$ cat src/rtl/key_event_pkg.sv
// ============================================================================
// key_event_pkg -- shared types and timing defaults for the key-event front end
// Rev 1.0
// ============================================================================
`default_nettype none

package key_event_pkg;

  typedef enum logic [1:0] {
    KS_IDLE       = 2'd0,
    KS_DB_PRESS   = 2'd1,
    KS_HELD       = 2'd2,
    KS_DB_RELEASE = 2'd3
  } key_state_t;

  // Defaults assume a 50 MHz clock: 10 ms debounce, 0.5 s delay, 125 ms period
  localparam int unsigned KEY_DEBOUNCE_DEFAULT      = 500000;
  localparam int unsigned KEY_REPEAT_DELAY_DEFAULT  = 25000000;
  localparam int unsigned KEY_REPEAT_PERIOD_DEFAULT = 6250000;

  localparam int KEY_CNT_W = 32;

  function automatic logic [KEY_CNT_W-1:0] sat_inc(input logic [KEY_CNT_W-1:0] v);
    return (v == '1) ? v : v + KEY_CNT_W'(1);
  endfunction

endpackage

`default_nettype wire

$ cat src/rtl/key_event_gen_if.sv
// ============================================================================
// key_event_gen_if -- raw keys in, clean press/release/held/repeat events out
// Rev 1.0
// ============================================================================
`default_nettype none

interface key_event_gen_if #(
  parameter int unsigned NUM_KEYS = 3
);

  logic [NUM_KEYS-1:0] KEY;
  logic [NUM_KEYS-1:0] PRESSED;
  logic [NUM_KEYS-1:0] RELEASED;
  logic [NUM_KEYS-1:0] HELD;
  logic [NUM_KEYS-1:0] REPEAT;

  modport master (
    input  KEY,
    output PRESSED,
    output RELEASED,
    output HELD,
    output REPEAT
  );

  modport slave (
    output KEY,
    input  PRESSED,
    input  RELEASED,
    input  HELD,
    input  REPEAT
  );

endinterface

`default_nettype wire

$ cat src/rtl/key_channel.sv
// ============================================================================
// key_channel -- one key: 2-flop synchronizer, debounce FSM, repeat timer
// Auto-repeat built only when KEY_AUTOREPEAT_EN is defined. Rev 1.0
// ============================================================================
`default_nettype none

module key_channel
  import key_event_pkg::*;
#(
  parameter int unsigned DEBOUNCE_CYCLES = KEY_DEBOUNCE_DEFAULT,
  parameter int unsigned REPEAT_DELAY    = KEY_REPEAT_DELAY_DEFAULT,
  parameter int unsigned REPEAT_PERIOD   = KEY_REPEAT_PERIOD_DEFAULT
) (
  input  logic clk,
  input  logic rst,
  input  logic key_raw,
  output logic pressed,
  output logic released,
  output logic held,
  output logic rpt
);

  localparam logic [KEY_CNT_W-1:0] c_db_last = KEY_CNT_W'(DEBOUNCE_CYCLES - 1);

  logic [1:0]           r_sync;
  logic                 w_down;
  key_state_t           r_state;
  key_state_t           w_state_nxt;
  logic [KEY_CNT_W-1:0] r_cnt;
  logic [KEY_CNT_W-1:0] w_cnt_nxt;
  logic                 r_pressed;
  logic                 r_released;
  logic                 r_held;
  logic                 w_pressed_nxt;
  logic                 w_released_nxt;
  logic                 w_held_nxt;

  // KEY is active-low; invert on entry so everything downstream is active-high
  always_ff @(posedge clk) begin
    if (rst) begin
      r_sync <= 2'b00;
    end else begin
      r_sync <= {r_sync[0], ~key_raw};
    end
  end

  assign w_down = r_sync[1];

  always_ff @(posedge clk) begin
    if (rst) begin
      r_state    <= KS_IDLE;
      r_cnt      <= '0;
      r_pressed  <= 1'b0;
      r_released <= 1'b0;
      r_held     <= 1'b0;
    end else begin
      r_state    <= w_state_nxt;
      r_cnt      <= w_cnt_nxt;
      r_pressed  <= w_pressed_nxt;
      r_released <= w_released_nxt;
      r_held     <= w_held_nxt;
    end
  end

  always_comb begin
    w_state_nxt    = r_state;
    w_cnt_nxt      = r_cnt;
    w_pressed_nxt  = 1'b0;
    w_released_nxt = 1'b0;
    case (r_state)
      KS_IDLE: begin
        w_cnt_nxt = '0;
        if (w_down) begin
          w_state_nxt = KS_DB_PRESS;
        end
      end
      KS_DB_PRESS: begin
        if (!w_down) begin
          w_state_nxt = KS_IDLE;
          w_cnt_nxt   = '0;
        end else if (r_cnt == c_db_last) begin
          w_state_nxt   = KS_HELD;
          w_cnt_nxt     = '0;
          w_pressed_nxt = 1'b1;
        end else begin
          w_cnt_nxt = sat_inc(r_cnt);
        end
      end
      KS_HELD: begin
        w_cnt_nxt = '0;
        if (!w_down) begin
          w_state_nxt = KS_DB_RELEASE;
        end
      end
      KS_DB_RELEASE: begin
        if (w_down) begin
          w_state_nxt = KS_HELD;
          w_cnt_nxt   = '0;
        end else if (r_cnt == c_db_last) begin
          w_state_nxt    = KS_IDLE;
          w_cnt_nxt      = '0;
          w_released_nxt = 1'b1;
        end else begin
          w_cnt_nxt = sat_inc(r_cnt);
        end
      end
      default: begin
        w_state_nxt = KS_IDLE;
        w_cnt_nxt   = '0;
      end
    endcase
    // The key stays logically down while a release is still being debounced
    w_held_nxt = (w_state_nxt == KS_HELD) || (w_state_nxt == KS_DB_RELEASE);
  end

  assign pressed  = r_pressed;
  assign released = r_released;
  assign held     = r_held;

`ifdef KEY_AUTOREPEAT_EN
  localparam logic [KEY_CNT_W-1:0] c_rpt_first = KEY_CNT_W'(REPEAT_DELAY - 1);
  localparam logic [KEY_CNT_W-1:0] c_rpt_next  = KEY_CNT_W'(REPEAT_PERIOD - 1);

  logic [KEY_CNT_W-1:0] r_rpt_left;
  logic                 r_rpt;

  // Cycles remaining until the next pulse; (re)armed on every entry into HELD
  always_ff @(posedge clk) begin
    if (rst) begin
      r_rpt_left <= '0;
      r_rpt      <= 1'b0;
    end else begin
      r_rpt <= 1'b0;
      if (w_state_nxt != KS_HELD) begin
        r_rpt_left <= '0;
      end else if (r_state != KS_HELD) begin
        r_rpt_left <= c_rpt_first;
      end else if (r_rpt_left == '0) begin
        r_rpt      <= 1'b1;
        r_rpt_left <= c_rpt_next;
      end else begin
        r_rpt_left <= r_rpt_left - KEY_CNT_W'(1);
      end
    end
  end

  assign rpt = r_rpt;
`else
  // Repeat timing is irrelevant without the timer; fold it away explicitly
  logic unused_rpt_cfg;
  assign unused_rpt_cfg = ^{REPEAT_DELAY, REPEAT_PERIOD};
  assign rpt            = 1'b0;
`endif

endmodule

`default_nettype wire

$ cat src/rtl/key_event_gen.sv
// ============================================================================
// key_event_gen -- NUM_KEYS independent debounced key channels
// REPEAT is driven only when KEY_AUTOREPEAT_EN is defined. Rev 1.0
// ============================================================================
`default_nettype none

module key_event_gen
  import key_event_pkg::*;
#(
  parameter int unsigned NUM_KEYS        = 3,
  parameter int unsigned DEBOUNCE_CYCLES = KEY_DEBOUNCE_DEFAULT,
  parameter int unsigned REPEAT_DELAY    = KEY_REPEAT_DELAY_DEFAULT,
  parameter int unsigned REPEAT_PERIOD   = KEY_REPEAT_PERIOD_DEFAULT
) (
  input  logic             CLOCK_50,
  input  logic             RESET,
  key_event_gen_if.master  kif
);

  logic [NUM_KEYS-1:0] w_pressed;
  logic [NUM_KEYS-1:0] w_released;
  logic [NUM_KEYS-1:0] w_held;
  logic [NUM_KEYS-1:0] w_repeat;

  for (genvar g = 0; g < NUM_KEYS; g++) begin : g_key
    key_channel #(
      .DEBOUNCE_CYCLES (DEBOUNCE_CYCLES),
      .REPEAT_DELAY    (REPEAT_DELAY),
      .REPEAT_PERIOD   (REPEAT_PERIOD)
    ) u_channel (
      .clk      (CLOCK_50),
      .rst      (RESET),
      .key_raw  (kif.KEY[g]),
      .pressed  (w_pressed[g]),
      .released (w_released[g]),
      .held     (w_held[g]),
      .rpt      (w_repeat[g])
    );
  end

  assign kif.PRESSED  = w_pressed;
  assign kif.RELEASED = w_released;
  assign kif.HELD     = w_held;
  assign kif.REPEAT   = w_repeat;

endmodule

`default_nettype wire

$ cat src/flat_wrapper.sv
// flat-port wrapper written by rule: the top's interface ports become plain ports
module key_event_gen_flat import key_event_pkg::*;
#(
  parameter int unsigned NUM_KEYS        = 3,
  parameter int unsigned DEBOUNCE_CYCLES = KEY_DEBOUNCE_DEFAULT,
  parameter int unsigned REPEAT_DELAY    = KEY_REPEAT_DELAY_DEFAULT,
  parameter int unsigned REPEAT_PERIOD   = KEY_REPEAT_PERIOD_DEFAULT
)
  (CLOCK_50, RESET, kif_KEY, kif_PRESSED, kif_RELEASED, kif_HELD, kif_REPEAT);
  key_event_gen_if #(.NUM_KEYS(NUM_KEYS)) kif_i ();
  input  logic CLOCK_50;
  input  logic RESET;
  input wire logic [$bits(kif_i.KEY)-1:0] kif_KEY;
  output wire logic [$bits(kif_i.PRESSED)-1:0] kif_PRESSED;
  output wire logic [$bits(kif_i.RELEASED)-1:0] kif_RELEASED;
  output wire logic [$bits(kif_i.HELD)-1:0] kif_HELD;
  output wire logic [$bits(kif_i.REPEAT)-1:0] kif_REPEAT;
  assign kif_i.KEY = kif_KEY;
  assign kif_PRESSED = kif_i.PRESSED;
  assign kif_RELEASED = kif_i.RELEASED;
  assign kif_HELD = kif_i.HELD;
  assign kif_REPEAT = kif_i.REPEAT;
  key_event_gen #(.NUM_KEYS(NUM_KEYS), .DEBOUNCE_CYCLES(DEBOUNCE_CYCLES), .REPEAT_DELAY(REPEAT_DELAY), .REPEAT_PERIOD(REPEAT_PERIOD)) u_core (.CLOCK_50(CLOCK_50), .RESET(RESET), .kif(kif_i));
endmodule
$ cat config.mk
export PLATFORM = sky130hd
export DESIGN_NAME = key_event_gen_flat
export DESIGN_NICKNAME = d
export VERILOG_FILES = /design/src/rtl/key_event_pkg.sv /design/src/rtl/key_event_gen_if.sv /design/src/rtl/key_channel.sv /design/src/rtl/key_event_gen.sv /design/src/flat_wrapper.sv
export SDC_FILE = /design/constraint.sdc
export NUM_CORES = 1
export LEC_CHECK = 0
export ABC_AREA = 1
export CELL_PAD_IN_SITES_DETAIL_PLACEMENT = 1
export CELL_PAD_IN_SITES_GLOBAL_PLACEMENT = 2
export CORE_MARGIN = 2
export CORE_UTILIZATION = 37
export DETAILED_ROUTE_END_ITERATION = 7
export PLACE_DENSITY_LB_ADDON = 0.1
export SYNTH_ARGS = -nofsm -noshare
export SYNTH_HDL_FRONTEND = slang
export SYNTH_SLANG_ARGS = --single-unit
export TNS_END_PERCENT = 1
$ cat constraint.sdc
create_clock -name CLOCK_50 -period 4.2 [get_ports CLOCK_50]
set_input_delay 0.42 -clock CLOCK_50 [delete_from_list [all_inputs] [get_ports CLOCK_50]]
set_output_delay 0.42 -clock CLOCK_50 [all_outputs]
set_load 0.01 [all_outputs]
==> results.cfg <==
[floorplan]
die-area_um2 = 19100
initial_utilization_pct = 37.4
die_w_um = 138
die_h_um = 138
io_pins = 17
row_count = 49
core_area_um2 = 17800

[yosys]
synth_edf_count = 0
ys_types = 35
synth_cells = 1083
synth_flop_cell = dfxtp_1
ys_warn_count = 0
syn-cell-area_um2 = 6680
syn_avg_cell_area_um2 = 6.17
synth-async-reset-ratio_pct = 0
ys_ff_latch = 117
ys_seq_area_share_pct = 35.1

[global_route]
grt_max_degree = 52
grt_pass1_wl_um = 30800
first_global_vias = 6350
antenna_found_initial = 0
track_usage_pct = 19.3
gr-total-overflow = 0

[finish]
final_cell_mix = nand2_1, nor2_1, inv_1
regArea_um2 = 2340
area_delta_synth_final_pct = 11.7
nets = 1095
fill_cells = 2408
drive_gt1_share_pct = 7.27
multi_input_area_um2 = 3590
final_common_cell = nand2_1
antenna_cells = 0

[drt]
drcViolationCount = 0
dr.pass1.iters = 4
drt_iter0_markers = 272
routed-via-count = 6385
viasPerCell = 4.80
wl_um = 17700
antenna_left = 0
wl_per_cell_um = 13.3

[timing]
skew_ps = 8.79
setup-violations-final = 0
hold_viol = 0
maxClockFrequency_mhz = 390
fin_ws_ps = 1640
slew_viol_final = 0
tns_ps = 0
finalCritPeriodShare_pct = 61.0
relSlewSlack_pct = 35.8
fin_crit_ps = 2560
rsz0062_at_grt = no
worst_slew_pin_slew_ps = 962

[power]
seqPwrFrac_pct = 43.9
powerDensity_nw_per_um2 = 340
power_switching_mw = 0.595
internal_power_mw = 1.94
irDropWorstVdd_mv = 0.263
p_sw_share_pct = 23.4
p_comb_share_pct = 0.6
power_mw = 2.54
power_leakage_nw = 2.88
p_clk_share_pct = 55.5

[cts]
cts_resized = 0
cts_buffers = 17
cts_tree = done
clock-sinks = 117
cts.htree.levels = 4
post-cts-setup-buffers = 0
holdBufCountCts = 0
clk_pin_slew_ps = 60
clockRootBuffer = clkbuf_16
cts_buffer_depth = 2
clkLatencyLatePin_ps = 420

[setup_path]
slowest_delay_ps = 740
worstPathCellList = ha_1 > nand2_1 > nor2_2 > nand2_2 > nor2_4 > nand3_2 > o21ai_1 > a21oi_1
crit_fanout = 51
cp-start-kind = flip-flop
cp.required_ps = 4470
cp_top_family = simple AND/OR/NAND/NOR gates
crit_arrival_ps = 2840
crit_type = flip-flop to flip-flop
crit_path_top_delay_cell = nand3_2
end_kind = flip-flop
cp_num_buf_inv = 0

[flow_run]
drv_cap = 0

[run_status]
status = completed

[worst_hold_path]
hold_path_class = flip-flop to flip-flop

[placed_design]
dp_hpwl_um = 13400
gp_congestion = 0.796
io_buffer_count = 13
pre_cts_ws_ps = 1400
[worst reg2reg max path, stage by stage (launching register included)]
cell and delay (ps):
dfxtp_1 380, ha_1 240, nand2_1 110, nor2_2 190, nand2_2 110, nor2_4 160, nand3_2 740, o21ai_1 420
a21oi_1 70
[routing by layer]
| metal | share of wire [%] | routed length (µm) | up-vias | track usage, % |
|---|---|---|---|---|
| met2 | 46 | 8070 | 49 | 31.0 |
| met5 | 0 | 0 | - | 0 |
| met4 | 1.1 | 194 | 0 | 4.89 |
| met1 | 51 | 9090 | 2936 | 26.7 |
| met3 | 2.1 | 367 | 18 | 3.98 |
| li1 | - | - | 3382 | - |
[final cells by class]
class	count	share of cell area, %
multi-input cells	796	48.1
flip-flops and latches	117	31.4
inverters	140	7.04
clock buffers	17	5.70
well taps	229	3.84
repair buffers	15	1.95
clock inverters	15	1.93
[cell usage after synthesis (2+ instances only)]
library cell	count	area [µm²]
nor3_2	2	20.0
nand2_2	3	18.8
nand2_1	285	1070
nand3b_1	6	45.0
o21ai_0	2	10.0
buf_4	19	143
ha_1	3	37.5
xor2_1	7	61.3
a31oi_1	8	50.1
and2_1	3	18.8
inv_2	14	52.6
nand4_1	24	150
nor2_1	244	916
nor2_4	4	45.0
buf_6	4	45.0
nand3_2	3	30.0
o21ai_1	11	55.1
nor2_8	3	60.1
xnor2_1	3	26.3
nand3_1	108	541
dfxtp_1	117	2340
nor2_2	10	62.6
and3_1	3	18.8
buf_2	9	45.0
inv_1	125	469
nand2_4	2	22.5
a21oi_1	39	195
nor3_1	15	75.1
[kinds of logic (layout without fill, tap and decap cells)]
family,after synthesis,in the layout,share of synthesized area [%]
simple gates,718,718,46.8
buf+inv,172,187,11.4
flops,117,117,35.1
compound gates,62,62,4.89
xor+xnor,10,10,1.31
fa+ha+maj,3,3,0.562
other cells,1,3,0.0561
[registers in the layout, indices dropped and copies added, names as in the netlist]
| name | count |
|---|---|
| u_core.g_key.u_channel.held | 3 |
| u_core.g_key.u_channel.pressed | 3 |
| u_core.g_key.u_channel.r_cnt | 96 |
| u_core.g_key.u_channel.r_state | 6 |
| u_core.g_key.u_channel.r_sync | 6 |
| u_core.g_key.u_channel.released | 3 |
[stage by stage]
stage | hold slack, ps | area, µm² | util [%] | cells
3_5_place_dp | 399 | 6890 | 38.6 | 1297
6_report | 408 | 7460 | 41.8 | 1329
5_1_grt | 438 | 7460 | 41.8 | 1329
4_1_cts | 409 | 7460 | 41.8 | 1329
2_1_floorplan | 388 | 6690 | - | 1085
3_3_place_gp | 402 | 6890 | 38.6 | 1297
[power groups by stage]
stage          clock network [mW]  registers (mW)  logic [mW]
2_1_floorplan                   0            1.14      0.0110
3_3_place_gp                    0            1.14      0.0142
3_5_place_dp                    0            1.14      0.0144
4_1_cts                      1.45            1.11      0.0146
5_1_grt                      1.50            1.11      0.0168
6_report                     1.41            1.11      0.0143
[final timing paths]
check                                                         start                                  end  cells after the start  slack, ps
worst min register to register  u_core.g_key[0].u_channel.r_sync[0]  u_core.g_key[0].u_channel.r_sync[1]                      2        410
worst min-delay path            u_core.g_key[0].u_channel.r_sync[0]  u_core.g_key[0].u_channel.r_sync[1]                      2        410
worst max register to register   u_core.g_key[1].u_channel.r_cnt[0]   u_core.g_key[1].u_channel.r_cnt[1]                      8       1640
worst max-delay path             u_core.g_key[1].u_channel.r_cnt[0]   u_core.g_key[1].u_channel.r_cnt[1]                      8       1640
No activity file was read; power rests on OpenSTA's default activity.
